### config.mk
export PLATFORM = sky130hd
export DESIGN_NAME = fir_coef_ctrl
export DESIGN_NICKNAME = d
export VERILOG_FILES = /design/src/rtl/fir_coef_ctrl.sv
export SDC_FILE = /design/constraint.sdc
export NUM_CORES = 1
export LEC_CHECK = 0
export ABC_CLOCK_PERIOD_IN_PS = 3750
export CELL_PAD_IN_SITES_DETAIL_PLACEMENT = 1
export CELL_PAD_IN_SITES_GLOBAL_PLACEMENT = 1
export CORE_UTILIZATION = 49
export CTS_CLUSTER_DIAMETER = 40
export CTS_CLUSTER_SIZE = 8
export DETAILED_ROUTE_END_ITERATION = 10
export GPL_TIMING_DRIVEN = 0
export MAX_ROUTING_LAYER = met4
export PLACE_DENSITY = 0.89
export REMOVE_ABC_BUFFERS = 1
export SYNTH_ARGS = -nofsm -noshare
export SYNTH_HDL_FRONTEND = slang
export SYNTH_SLANG_ARGS = --single-unit
### constraint.sdc
create_clock -name clk -period 3.75 [get_ports clk]
set_input_delay 0.375 -clock clk [delete_from_list [all_inputs] [get_ports clk]]
set_output_delay 0.375 -clock clk [all_outputs]
set_load 0.01 [all_outputs]
### src/rtl/fir_coef_ctrl.sv
// fir_coef_ctrl: stages a coefficient set in a shadow bank and, on commit,
// stalls the sample stream, drains the fir pipeline, writes the coefficients
// one per cycle, clears the fir delay line and resumes streaming.
//
// Handshake: an upstream sample transfers on a cycle where s_valid && s_ready.
// s_ready depends only on the state register, never on inputs. Transferred
// samples appear on fir_in_valid/fir_in_sample exactly one cycle later; fir
// has no back-pressure.
module fir_coef_ctrl #(
  parameter int TAPS          = 10,
  parameter int COEFBITS      = 16,
  parameter int MAXINFLIGHT   = 15,
  parameter int DRAIN_TIMEOUT = 64
) (
  input  logic                     clk,
  input  logic                     rst,
  input  logic                     cfg_wr_en,
  input  logic [$clog2(TAPS)-1:0]  cfg_addr,
  input  logic [COEFBITS-1:0]      cfg_data,
  input  logic                     commit,
  output logic                     busy,
  output logic                     done,
  output logic                     err,
  input  logic                     s_valid,
  input  logic [15:0]              s_sample,
  output logic                     s_ready,
  output logic                     fir_in_valid,
  output logic [15:0]              fir_in_sample,
  input  logic                     fir_out_valid,
  output logic                     coef_we,
  output logic [$clog2(TAPS)-1:0]  coef_idx,
  output logic [COEFBITS-1:0]      coef_data,
  output logic                     fir_clear
);

  localparam int AW = $clog2(TAPS);
  localparam int FW = $clog2(MAXINFLIGHT + 1);
  localparam int TW = $clog2(DRAIN_TIMEOUT + 1);

  localparam logic [AW:0]   TAPS_W     = (AW + 1)'(TAPS);
  localparam logic [AW-1:0] LAST_IDX   = AW'(TAPS - 1);
  localparam logic [FW-1:0] FLIGHT_MAX = FW'(MAXINFLIGHT);
  localparam logic [TW-1:0] TO_LAST    = TW'(DRAIN_TIMEOUT - 1);

  typedef enum logic [1:0] {
    ST_RUN,
    ST_DRAIN,
    ST_LOAD,
    ST_CLEAR
  } state_t;

  state_t              state;
  logic [COEFBITS-1:0] shadow [TAPS];
  logic [FW-1:0]       flight;
  logic [FW-1:0]       flight_nxt;
  logic                flight_err;
  logic [TW-1:0]       timeout;
  logic                wr_ok;
  logic [AW-1:0]       load_sel;
  logic [COEFBITS-1:0] next_coef;
  logic                drained;
  logic                timeout_hit;
  logic                last_idx;

  assign s_ready = (state == ST_RUN);
  assign busy    = (state != ST_RUN);

  // Shadow writes are blocked while the bank is being streamed into fir.
  assign wr_ok = cfg_wr_en && ({1'b0, cfg_addr} < TAPS_W) && (state != ST_LOAD);

  assign last_idx    = (coef_idx == LAST_IDX);
  assign timeout_hit = (timeout == TO_LAST);

  // Select the coefficient for the next LOAD cycle; a same-cycle shadow write
  // (only possible on the DRAIN->LOAD edge) is bypassed so it is not lost.
  always_comb begin
    load_sel = '0;
    if (state == ST_LOAD && !last_idx) begin
      load_sel = coef_idx + 1'b1;
    end
    next_coef = shadow[load_sel];
    if (wr_ok && cfg_addr == load_sel) begin
      next_coef = cfg_data;
    end
  end

  // In-flight count update with saturation at both ends; either end is an error.
  always_comb begin
    flight_nxt = flight;
    flight_err = 1'b0;
    if (fir_in_valid && !fir_out_valid) begin
      if (flight == FLIGHT_MAX) flight_err = 1'b1;
      else                      flight_nxt = flight + 1'b1;
    end else if (!fir_in_valid && fir_out_valid) begin
      if (flight == '0) flight_err = 1'b1;
      else              flight_nxt = flight - 1'b1;
    end
  end

  // The pipe is empty once this cycle's returns are accounted for.
  assign drained = (flight_nxt == '0) && !fir_in_valid;

  // Shadow bank storage.
  always_ff @(posedge clk) begin
    if (rst) begin
      for (int i = 0; i < TAPS; i++) shadow[i] <= '0;
    end else if (wr_ok) begin
      shadow[cfg_addr] <= cfg_data;
    end
  end

  // One-cycle registered forwarding of accepted samples into fir.
  always_ff @(posedge clk) begin
    if (rst) begin
      fir_in_valid  <= 1'b0;
      fir_in_sample <= '0;
    end else begin
      fir_in_valid  <= s_valid && s_ready;
      fir_in_sample <= s_sample;
    end
  end

  // Commit sequencer with in-flight tracking, drain timeout and sticky error.
  always_ff @(posedge clk) begin
    if (rst) begin
      state     <= ST_RUN;
      flight    <= '0;
      timeout   <= '0;
      err       <= 1'b0;
      coef_we   <= 1'b0;
      coef_idx  <= '0;
      coef_data <= '0;
      fir_clear <= 1'b0;
      done      <= 1'b0;
    end else begin
      done      <= 1'b0;
      fir_clear <= 1'b0;
      flight    <= flight_nxt;
      if (flight_err) err <= 1'b1;
      case (state)
        ST_RUN: begin
          if (commit) state <= ST_DRAIN;
        end
        ST_DRAIN: begin
          if (drained || timeout_hit) begin
            if (!drained) err <= 1'b1;
            state     <= ST_LOAD;
            timeout   <= '0;
            coef_we   <= 1'b1;
            coef_idx  <= '0;
            coef_data <= next_coef;
          end else begin
            timeout <= timeout + 1'b1;
          end
        end
        ST_LOAD: begin
          if (last_idx) begin
            state     <= ST_CLEAR;
            coef_we   <= 1'b0;
            fir_clear <= 1'b1;
          end else begin
            coef_idx  <= coef_idx + 1'b1;
            coef_data <= next_coef;
          end
        end
        ST_CLEAR: begin
          state  <= ST_RUN;
          flight <= '0;
          done   <= 1'b1;
        end
        default: state <= ST_RUN;
      endcase
    end
  end

endmodule

## Word-level counts from Yosys, hierarchy flattened

Memories as Yosys holds them, arrays and structs flattened.
Index checks and enable logic that the tools add are counted.

- Memories: 1
- Input port bits: 42
- Register bits: 54
- RAM bits: 160

Memories:

| name | depth | width | rd ports | clocked after Yosys merged registers in | wr ports | line | text |
|---|---|---|---|---|---|---|---|
| shadow | 10 | 16 | 1 | 0 | 10 | 53 | `logic [COEFBITS-1:0] shadow [TAPS];` |

- Order comparisons: 1
- Multiplexer cells: 38
- Bitwise logic cells: 1
- Reduce and logical (&&, ||, !) cells: 23
- Add/sub/neg operators: 4
- Equal/unequal tests: 12

Operator list:

| kind | count |
|---|---|
| 2-to-1 mux 16 bit | 4 |
| 2-to-1 mux 4 bit | 8 |
| one-hot mux 16 bit (2 select lines) | 1 |
| 2-to-1 mux 1 bit | 18 |
| OR reduction 16 bit | 1 |
| inequality test 2 bit (second input constant) | 5 |
| AND reduction 3 bit | 3 |
| adder 4 x 1 -> 4 bit (second input constant) | 2 |
| equality test 4 bit (second input constant) | 2 |
| logical AND 1 bit | 8 |
| logical NOT 4 bit | 2 |
| one-hot mux 2 bit (4 select lines) | 1 |
| one-hot mux 4 bit (2 select lines) | 1 |
| adder 7 x 1 -> 7 bit (second input constant) | 1 |
| equality test 7 x 6 -> 1 bit (second input constant) | 1 |
| 2-to-1 mux 7 bit | 1 |
| 2-to-1 mux 2 bit | 3 |
| equality test 2 bit (second input constant) | 2 |
| equality test 4 bit | 1 |
| < comparator 4 bit (second input constant) | 1 |
| nonzero test 2 bit | 2 |
| OR reduction 2 bit | 2 |
| subtractor 4 x 1 -> 4 bit (second input constant) | 1 |
| logical NOT 1 bit | 3 |
| other kinds (5) | 5 |

## Logic depth before layout (Yosys ltp)

Gate-level depths: netlist of run 1.

- Word-level depth: 9
- Gate-level depth with buffers: 11

## Worst setup path after synthesis of run 1

No wires, ideal clock.

- Path kind: input -> register
- Start point: input cfg_addr[2]
- End point: memory shadow[2][0] (enable)
- Stages on the path: 9
- Setup slack: 1.077 ns
- Setup time: 0.372 ns
- Arrival time: 2.302 ns
- Cells stage by stage: clkbuf_1 or2_2 a211oi_1 clkbuf_1 nand2_1 nor2_1 nand2_1 clkbuf_1 nand2_1

RTL lines:

| element | line | text |
|---|---|---|
| start: declaration | 18 | `input logic [$clog2(TAPS)-1:0] cfg_addr,` |
| end: declaration | 53 |  |

## Worst setup path after layout of run 1

- Start point: register state[0]
- End point: register coef_data[7]

- Longest elaborated chain between the ends: 8
- Elaborated cells between the ends (all ways): 17
- Those cells by class: eq/ne: 6; mux: 5; reduce/logical: 5; memory: 1

Ends and longest elaborated chain:

| element | line | text |
|---|---|---|
| start: declaration | 52 | `state_t state;` |
| start signal: assignment | 126 | `state <= ST_RUN;` |
| start signal: assignment | 142 | `if (commit) state <= ST_DRAIN;` |
| start signal: assignment | 147 | `state <= ST_LOAD;` |
| branches (longest 8 deep; another with memory read (10 x 16 bit)) | n/a |  |
| end signal: assignment | 151 | `coef_data <= next_coef;` |
| end signal: assignment | 163 | `coef_data <= next_coef;` |
| end: declaration | 32 | `output logic [COEFBITS-1:0] coef_data,` |

Several ways; the timed one is not identified. The select of a mux whose other input is x is not followed.
A chain may end at the register's enable or synchronous reset.

==> flow_summary.json, run 1 <==
{
  "finalCritPeriodShare_pct": 99.7,
  "first_pass_iters": 5,
  "totalPowerFinal_mw": 10.5,
  "rrSetupSlack_ps": 10,
  "via_count": 10200,
  "cts.sinks": 310,
  "startpoint_type": "flip-flop",
  "grt_pass1_wl_um": 62500,
  "required_ps": 4130,
  "synth.top_cells.by_count": "edfxtp_1 (256), nor2_1 (220), mux2i_1 (66), clkbuf_1 (62), nand2_1 (55)",
  "crit_path_end": "coef_data[7]$_SDFFE_PP0P_",
  "synth.most_common_cell": "edfxtp_1",
  "r2r_start": "state[0]$_SDFFE_PP0P_",
  "yosysTopAreaCell": "edfxtp_1",
  "port_buffers": 84,
  "die-area_sq_um": 28300,
  "hold_viol": 0,
  "finalMaxSlewViolations": 0,
  "drive_above_1_share_pct": 9.08,
  "drc": 0,
  "grt_max_degree": 63,
  "worstMarginPinSlew_ps": 1200,
  "numCtsBuffers": 48,
  "cts_tree": "yes",
  "fin_util_pct": 61.8,
  "ys_async_sr_fraction_pct": 0,
  "pin_count": 85,
  "synth_seq_cells": 310,
  "h-tree-depth": 2,
  "clockBufferDepth": 3,
  "grt_pass1_vias": 10900,
  "synth_cell_types": 63,
  "rsz0062_at_grt": "false",
  "clk_latency_ps": 550,
  "syn_area_per_cell_sq_um": 12.3,
  "antenna_found_initial": 0,
  "final_nets": 1327,
  "grt_usage_pct": 30.6,
  "grt.overflow.total": 0,
  "ctsHoldBuffers": 0,
  "gp_congestion": 0.802,
  "setup_viol": 0,
  "slew_headroom_pct": 19.6,
  "crit_start": "state[0]$_SDFFE_PP0P_",
  "antennaDiodeCount": 0,
  "clock-root-buffer": "clkbuf_16",
  "wl_per_cell_um": 25.2,
  "cp_max_fo": 18,
  "status": "completed",
  "drt-vias-per-instance": 6.17,
  "clk_pin_slew_ps": 50,
  "die_height_um": 168,
  "ant_nets": 0,
  "hp-class": "primary input to flip-flop",
  "synth_area_sq_um": 13600,
  "routed_wl_um": 41700,
  "ir_drop_uv": 377,
  "syn-instance-count": 1104,
  "core_sq_um": 27000,
  "die_w_um": 168,
  "crit_type": "flip-flop to flip-flop",
  "finalCriticalPeriod_ps": 3740,
  "end_kind": "flip-flop",
  "area_growth_pct": 23.2,
  "reg2reg_depth": 8,
  "start_util_pct": 50.2,
  "maxCapViolCount": 0,
  "finalClockSkew_ps": 16.0,
  "synth_ff_type": "edfxtp_1",
  "rows": 60,
  "p_per_area_nw_per_um2": 629,
  "layout_setup_ws_ps": 10.7,
  "place_hpwl_um": 24300,
  "p_leak_nw": 6.42,
  "ys.warnings.count": 0,
  "clock.fmax_ghz": 0.267,
  "synth.area.top_cells": "edfxtp_1 (57%), dfxtp_1 (8.0%), nor2_1 (6.1%)",
  "r2r-end": "coef_data[7]$_SDFFE_PP0P_",
  "critical_path_arrival_ps": 4120,
  "drtIter0Drc": 1141,
  "synth-edff-count": 256,
  "synth_top_area_share_pct": 56.7,
  "dp_slack_ps": -1030,
  "seq_area_frac_synth_pct": 64.7
}
## cell families after synthesis
family	share of synthesized area [%]
buf+inv	3.42
xor+xnor	0.0646
fa+ha+maj	0.831
flops	64.7
simple gates	13.4
other cells	0.0277
compound gates	12.6
mux	4.96
## report_power, final
group	switching, mW	internal, mW
Combinational	1.43	0.905
Clock	1.51	2.45
Sequential	0.186	4.03
## what timing repair did
action                     CTS  global route
gates cloned                 0             0
gates resized for setup     19             1
setup buffers                2             3
pin swaps                    2             2
setup endpoints to repair  156           116
## cell usage in the layout (no fill, tap or decap), drive strengths merged, types with 5 or more instances in the layout
cell type	instances
edfxtp	256
nor2	220
conb	96
clkdlybuf4s50	84
clkbuf	79
mux2i	66
nand2	55
dfxtp	54
a221oi	48
inv	43
nand2b	39
nor2b	37
o31ai	31
a2111oi	30
a211oi	20
buf	18
o22ai	17
o32ai	16
ha	9
nand3	8
a21oi	7
nor3	7
o21ai	7
and3	6
clkinv	5
## through the flow
stage	cell area, sq um	instances	TNS, ps	hold WS (ps)
finish	16700	1652	0	393
global route	16700	1652	0	402
CTS	16700	1649	-1180	385
detailed placement	15200	1562	-112340	468
global placement	14900	1549	-1156580	454
floorplan	13600	1124	-58450	444
## critical path: stages (launching register included)
cell      delay (ps)
dfxtp_1          320
inv_1            110
ha_1             500
nand2b_1         280
nor2_1            90
nand2_1          860
nand2_2          670
a211oi_1         590
o32ai_2          130
## how the worst min path moves through the flow
| stage | start | end | slack, ps | cells past startpoint |
|---|---|---|---|---|
| after floorplan | rst | err$_SDFF_PP0_ | 440 | 1 |
| after global placement | coef_data[1]$_SDFFE_PP0P_ | coef_data[1]$_SDFFE_PP0P_ | 450 | 2 |
| after detailed placement | coef_data[11]$_SDFFE_PP0P_ | coef_data[11]$_SDFFE_PP0P_ | 470 | 2 |
| after CTS | s_sample[9] | fir_in_sample[9]$_SDFF_PP0_ | 380 | 2 |
| after global routing | s_sample[15] | fir_in_sample[15]$_SDFF_PP0_ | 400 | 2 |
| final | s_sample[9] | fir_in_sample[9]$_SDFF_PP0_ | 390 | 2 |
## state kept, by name, indices dropped and copies added (netlist names)
signal and cells:
err 1, done 1, coef_we 1, fir_in_sample 16
coef_data 16, fir_in_valid 1, shadow 256, coef_idx 4
state 2, fir_clear 1, timeout 7, flight 4
## layout make-up
type,count,area (sq um)
multi-input combinational,772,4800
clock inverter,6,48.8
fill,2682,10300
timing repair buffer,102,1140
inverter,42,158
sequential,310,8770
tap,341,427
clock buffer,79,1360
## metal layers
layer | routed length (um) | share of wire, % | vias to the layer above | track usage (%)
li1 | - | - | 4378 | -
met1 | 15700 | 38 | 5126 | 34.2
met2 | 21200 | 51 | 549 | 52.7
met3 | 2990 | 7.2 | 148 | 5.36
met4 | 1810 | 4.3 | 0 | 15.3
met5 | 0 | 0 | - | -
Note: power is estimated with default switching activity, not from simulation.
==> run 2: changes to the inputs <==
RECOVER_POWER = 100   (was not set)
==> flow_summary.json, run 2 (synthesis gave the netlist of run 1 again) <==
{
  "finalCritPeriodShare_pct": 99.6,
  "clock.fmax_ghz": 0.268,
  "grt_usage_pct": 30.6,
  "drtIter0Drc": 1057,
  "finalClockSkew_ps": 14.9,
  "first_pass_iters": 5,
  "numCtsBuffers": 48,
  "rsz0062_at_grt": "false",
  "rows": 60,
  "nFillCells": 2684,
  "status": "completed",
  "startpoint_type": "flip-flop",
  "place_hpwl_um": 24300,
  "routed_wl_um": 41800,
  "grt_pass1_vias": 10900,
  "cp_max_fo": 18,
  "p_leak_nw": 6.51,
  "start_util_pct": 50.2,
  "end_kind": "flip-flop",
  "finalCriticalPeriod_ps": 3740,
  "hp-class": "primary input to flip-flop",
  "gp_congestion": 0.802,
  "setup_viol": 0,
  "largestRegisters": "shadow x256, coef_data x16, fir_in_sample x16",
  "final_nets": 1327,
  "ctsHoldBuffers": 0,
  "dp_slack_ps": -1030,
  "drt-vias-per-instance": 6.16,
  "layout_setup_ws_ps": 14.3,
  "min_to": "fir_in_sample[9]$_SDFF_PP0_",
  "wl_per_cell_um": 25.3,
  "r2r-end": "coef_data[7]$_SDFFE_PP0P_",
  "drive_above_1_share_pct": 8.62,
  "grt_pass1_wl_um": 62500,
  "grt.overflow.total": 0,
  "worstMarginPinSlew_ps": 1220,
  "port_buffers": 84,
  "via_count": 10200,
  "reg2reg_depth": 8,
  "rrSetupSlack_ps": 10,
  "p_per_area_nw_per_um2": 627,
  "final_area_sq_um": 16600,
  "die_w_um": 168,
  "largest_register_ffs": 256,
  "clock-root-buffer": "clkbuf_16",
  "finalMaxSlewViolations": 0,
  "crit_chain": "inv_1 > ha_1 > nand2b_1 > nor2_1 > nand2_1 > nand2_2 > a211oi_1 > o32ai_2",
  "antenna_found_initial": 0,
  "hold_start": "s_sample[9]",
  "clk_pin_slew_ps": 50,
  "hold_viol": 0,
  "h-tree-depth": 2,
  "hold_path_depth": 2,
  "drc": 0,
  "die-area_sq_um": 28300,
  "place_area_sq_um": 15200,
  "crit_type": "flip-flop to flip-flop",
  "pin_count": 85,
  "slew_headroom_pct": 18.4,
  "die_height_um": 168,
  "maxCapViolCount": 0,
  "layout_commonest_cell": "edfxtp_1",
  "required_ps": 4120,
  "cts_tree": "yes",
  "antennaDiodeCount": 0,
  "grt_max_degree": 63,
  "area_growth_pct": 22.8,
  "clockBufferDepth": 3,
  "cts.sinks": 310,
  "slowest_delay_ps": 860,
  "final_cell_mix": "edfxtp_1 (256), nor2_1 (218), conb_1 (96)",
  "largest-register": "shadow",
  "clk_latency_ps": 550,
  "critical_path_arrival_ps": 4110,
  "totalPowerFinal_mw": 10.4,
  "ant_nets": 0,
  "critPathSlowestCell": "nand2_1",
  "core_sq_um": 27000,
  "r2r_start": "state[0]$_SDFFE_PP0P_",
  "ir_drop_uv": 376
}
## run 2: changes by cell type in the layout (fill, tap and decap cells not counted), moves of 2 or more
cell and change:
buf_12 +2, buf_16 -2, buf_4 -2, clkbuf_1 +2, clkdlybuf4s50_1 -45, dlygate4sd3_1 +45, nand2_1 +2, nand2_4 -3
## run 2: what timing repair did
action                     CTS  global route
buffers inserted             2             3
gates resized for setup     19             1
setup endpoints to repair  156           116
pin swaps                    2             2
## run 2: worst max-delay path by stage
stage,from,endpoint,slack (ps),cells past startpoint
6_report,state[0]$_SDFFE_PP0P_,coef_data[7]$_SDFFE_PP0P_,10,8
5_1_grt,state[0]$_SDFFE_PP0P_,coef_data[7]$_SDFFE_PP0P_,10,8
4_1_cts,state[0]$_SDFFE_PP0P_,shadow[1][14]$_SDFFCE_PN0P_,-60,7
3_5_place_dp,rst,shadow[8][11]$_SDFFCE_PN0P_,-1030,7
3_3_place_gp,coef_idx[0]$_SDFFE_PP0P_,coef_data[4]$_SDFFE_PP0P_,-9890,6
2_1_floorplan,coef_idx[0]$_SDFFE_PP0P_,coef_data[14]$_SDFFE_PP0P_,-3460,6
## run 2: metrics by stage
| step | instances | hold WS, ps | setup TNS [ps] | util, % |
|---|---|---|---|---|
| after floorplan | 1124 | 444 | -58450 | - |
| after global placement | 1549 | 454 | -1156580 | 55.0 |
| after detailed placement | 1562 | 468 | -112340 | 56.2 |
| after CTS | 1649 | 385 | -1180 | 61.7 |
| after global routing | 1652 | 402 | 0 | 61.6 |
| final | 1652 | 394 | 0 | 61.6 |
## run 2: layout make-up
type	count	area, sq um	area share [%]
inverter	42	158	0.947
clock inverter	6	48.8	0.293
tap	341	427	2.56
sequential	310	8770	52.7
clock buffer	79	1360	8.16
multi-input combinational	772	4770	28.7
timing repair buffer	102	1110	6.67
## run 2: routing by layer
metal	vias to the layer above	share of wire [%]	GRT usage (%)	wire length, um
met5	-	0	-	0
met4	0	4.5	15.3	1880
met3	159	7.1	5.36	2950
met2	555	51	52.7	21100
met1	5081	38	34.2	15800
li1	4378	-	-	-
## run 2: worst max-delay path: cells and delay by family (launching register included)
kind	cells	cell delay, ps
AOI/OAI and AO/OA	2	710
and+or+nand+nor	4	1910
buffers and inverters	1	110
adders and majority gates	1	500
DFF	1	320
## run 2: report_power, final
group	switching [mW]	internal, mW	leakage (nW)
sequential	0.182	4.03	3.09
clock	1.51	2.45	0.679
combinational	1.43	0.841	2.74
==> run 3: changes to the inputs <==
ABC_CLOCK_PERIOD_IN_PS = 4700   (was 3750)
CORE_UTILIZATION = 52   (was 49)
PLACE_DENSITY = not set   (was 0.89)
PLACE_DENSITY_LB_ADDON = 0.1   (was not set)
clock period = 4.7 ns   (was 3.75 ns; I/O delays follow)
==> flow_summary.json, run 3 (synthesis gave the netlist of run 1 again) <==
{
  "cts_tree": "yes",
  "pin_count": 85,
  "maxCapViolCount": 2,
  "slew_headroom_pct": -24.1,
  "p_per_area_nw_per_um2": 506,
  "die_w_um": 163,
  "largest-register": "shadow",
  "largest_register_ffs": 256,
  "finalCritPeriodShare_pct": 96.5,
  "die-area_sq_um": 26700,
  "ant_nets": 0,
  "power.internal_mw": 5.95,
  "ctsHoldBuffers": 0,
  "dp_slack_ps": -225,
  "worstMarginPinSlew_ps": 1860,
  "area_growth_pct": 22.4,
  "place_area_sq_um": 15100,
  "core_sq_um": 25400,
  "switching_share_pct": 29.2,
  "drive_above_1_share_pct": 7.66,
  "required_ps": 4870,
  "antenna_found_initial": 0,
  "grt_pass1_wl_um": 58800,
  "routed_wl_um": 38800,
  "crit_chain": "inv_1 > ha_1 > nand2b_1 > a211oi_4 > buf_8 > nor2b_1 > nor2b_1 > nand2_1 > nand2_2",
  "grt_pass1_vias": 10600,
  "power.switching_mw": 2.45,
  "status": "finished with violations",
  "finalClockSkew_ps": 20.0,
  "clock.fmax_ghz": 0.221,
  "combPwrFrac_pct": 21.1,
  "layout_commonest_cell": "edfxtp_1",
  "clkPwrFrac_pct": 39.1,
  "hp-class": "flip-flop to flip-flop",
  "ir_drop_uv": 359,
  "grt_max_degree": 73,
  "drc": 0,
  "nFillCells": 2529,
  "port_buffers": 84,
  "cts_setup_buffers": 0,
  "cts.sinks": 310,
  "violations": "capacitance limit, slew limit",
  "place_inst": 1549,
  "rows": 58,
  "setup_viol": 0,
  "finalNonFillerCells": 1636,
  "clockBufferDepth": 3,
  "numCtsBuffers": 48,
  "final_cell_mix": "edfxtp_1 (256), nor2_1 (218), conb_1 (96)",
  "grt_usage_pct": 30.7,
  "place_hpwl_um": 21800,
  "final_area_sq_um": 16600,
  "clk_pin_slew_ps": 50,
  "crit_type": "flip-flop to flip-flop",
  "critical_path_arrival_ps": 4710,
  "layout_setup_ws_ps": 167,
  "antennaDiodeCount": 0,
  "totalPowerFinal_mw": 8.40,
  "rsz0062_at_grt": "false",
  "finalMaxSlewViolations": 56,
  "final_nets": 1320,
  "critPathSlowestCell": "nand2_2",
  "largestRegisters": "shadow x256, coef_data x16, fir_in_sample x16",
  "startpoint_type": "flip-flop",
  "cpMostUsedCell": "nor2b_1",
  "hold_viol": 0,
  "finalCriticalPeriod_ps": 4530,
  "clock-root-buffer": "clkbuf_16",
  "end_kind": "flip-flop",
  "wl_per_cell_um": 23.7,
  "via_count": 9784,
  "grt.overflow.total": 0,
  "drt-vias-per-instance": 5.98,
  "p_leak_nw": 6.50,
  "seqPwrFrac_pct": 39.8,
  "drtIter0Drc": 758,
  "slowest_delay_ps": 820,
  "die_height_um": 163,
  "h-tree-depth": 2,
  "clk_latency_ps": 560,
  "gp_congestion": 0.811,
  "start_util_pct": 53.4,
  "first_pass_iters": 4,
  "cp_max_fo": 17
}
==> run 3: cell count changes in the layout (fill, tap and decap cells not counted), moves of 3 or more <==
cell,change
buf_16,+3
nand2_2,-5
nand2_4,-3
nand2_1,+8
dlygate4sd3_1,-3
buf_12,-4
==> run 3: critical path, delay by kind of cell, from the launching register on <==
kind | cells | cell delay, ps
DFF | 1 | 360
buffers and inverters | 2 | 350
AOI/OAI and AO/OA | 1 | 640
adders and majority gates | 1 | 420
and+or+nand+nor | 5 | 2360
==> run 3: routing by layer <==
metal / vias to the layer above / wire length, um / track usage (%)
met3: 115 / 2230 / 4.95
met2: 403 / 19900 / 52.8
met5: - / 0 / -
met1: 4903 / 15100 / 34.7
met4: 0 / 1530 / 15.0
li1: 4363 / - / -
==> run 3: worst paths after layout <==
check                                 start  slack [ps]  cells past startpoint                    endpoint
setup / recovery      state[0]$_SDFFE_PP0P_         170                      9  shadow[8][8]$_SDFFCE_PN0P_
hold / removal    coef_data[1]$_SDFFE_PP0P_         470                      2   coef_data[1]$_SDFFE_PP0P_
setup reg to reg      state[0]$_SDFFE_PP0P_         170                      9  shadow[8][8]$_SDFFCE_PN0P_
hold reg to reg   coef_data[1]$_SDFFE_PP0P_         470                      2   coef_data[1]$_SDFFE_PP0P_
==> run 3: cell type report <==
class                      instances  area (sq um)  area share (%)
clock buffer                      81          1410            8.48
clock inverter                     6          68.8           0.415
inverter                          42           158           0.950
multi-input combinational        772          4710            28.4
sequential                       310          8770            52.8
tap                              330           413            2.49
timing repair buffer              95          1060            6.41
==> run 3: stage by stage <==
step | hold WS (ps) | utilization, % | setup TNS, ps
floorplan | 455 | - | -41140
global placement | 445 | 58.5 | -978060
detailed placement | 464 | 59.6 | -5030
CTS | 464 | 65.4 | 0
global route | 479 | 65.3 | 0
finish | 466 | 65.3 | 0
==> run 3: what timing repair did <==
action,in CTS,in global routing
resized for setup,1,3
setup endpoints to repair,16,48
pin swaps,0,0
==> run 3: power groups by stage <==
| stage | Sequential [mW] | Clock (mW) | Combinational, mW |
|---|---|---|---|
| floorplan | 3.40 | 0 | 1.02 |
| detailed placement | 3.39 | 0 | 1.79 |
| global placement | 3.40 | 0 | 1.67 |
| CTS | 3.35 | 3.30 | 1.83 |
| global route | 3.36 | 3.40 | 1.91 |
| finish | 3.34 | 3.28 | 1.78 |
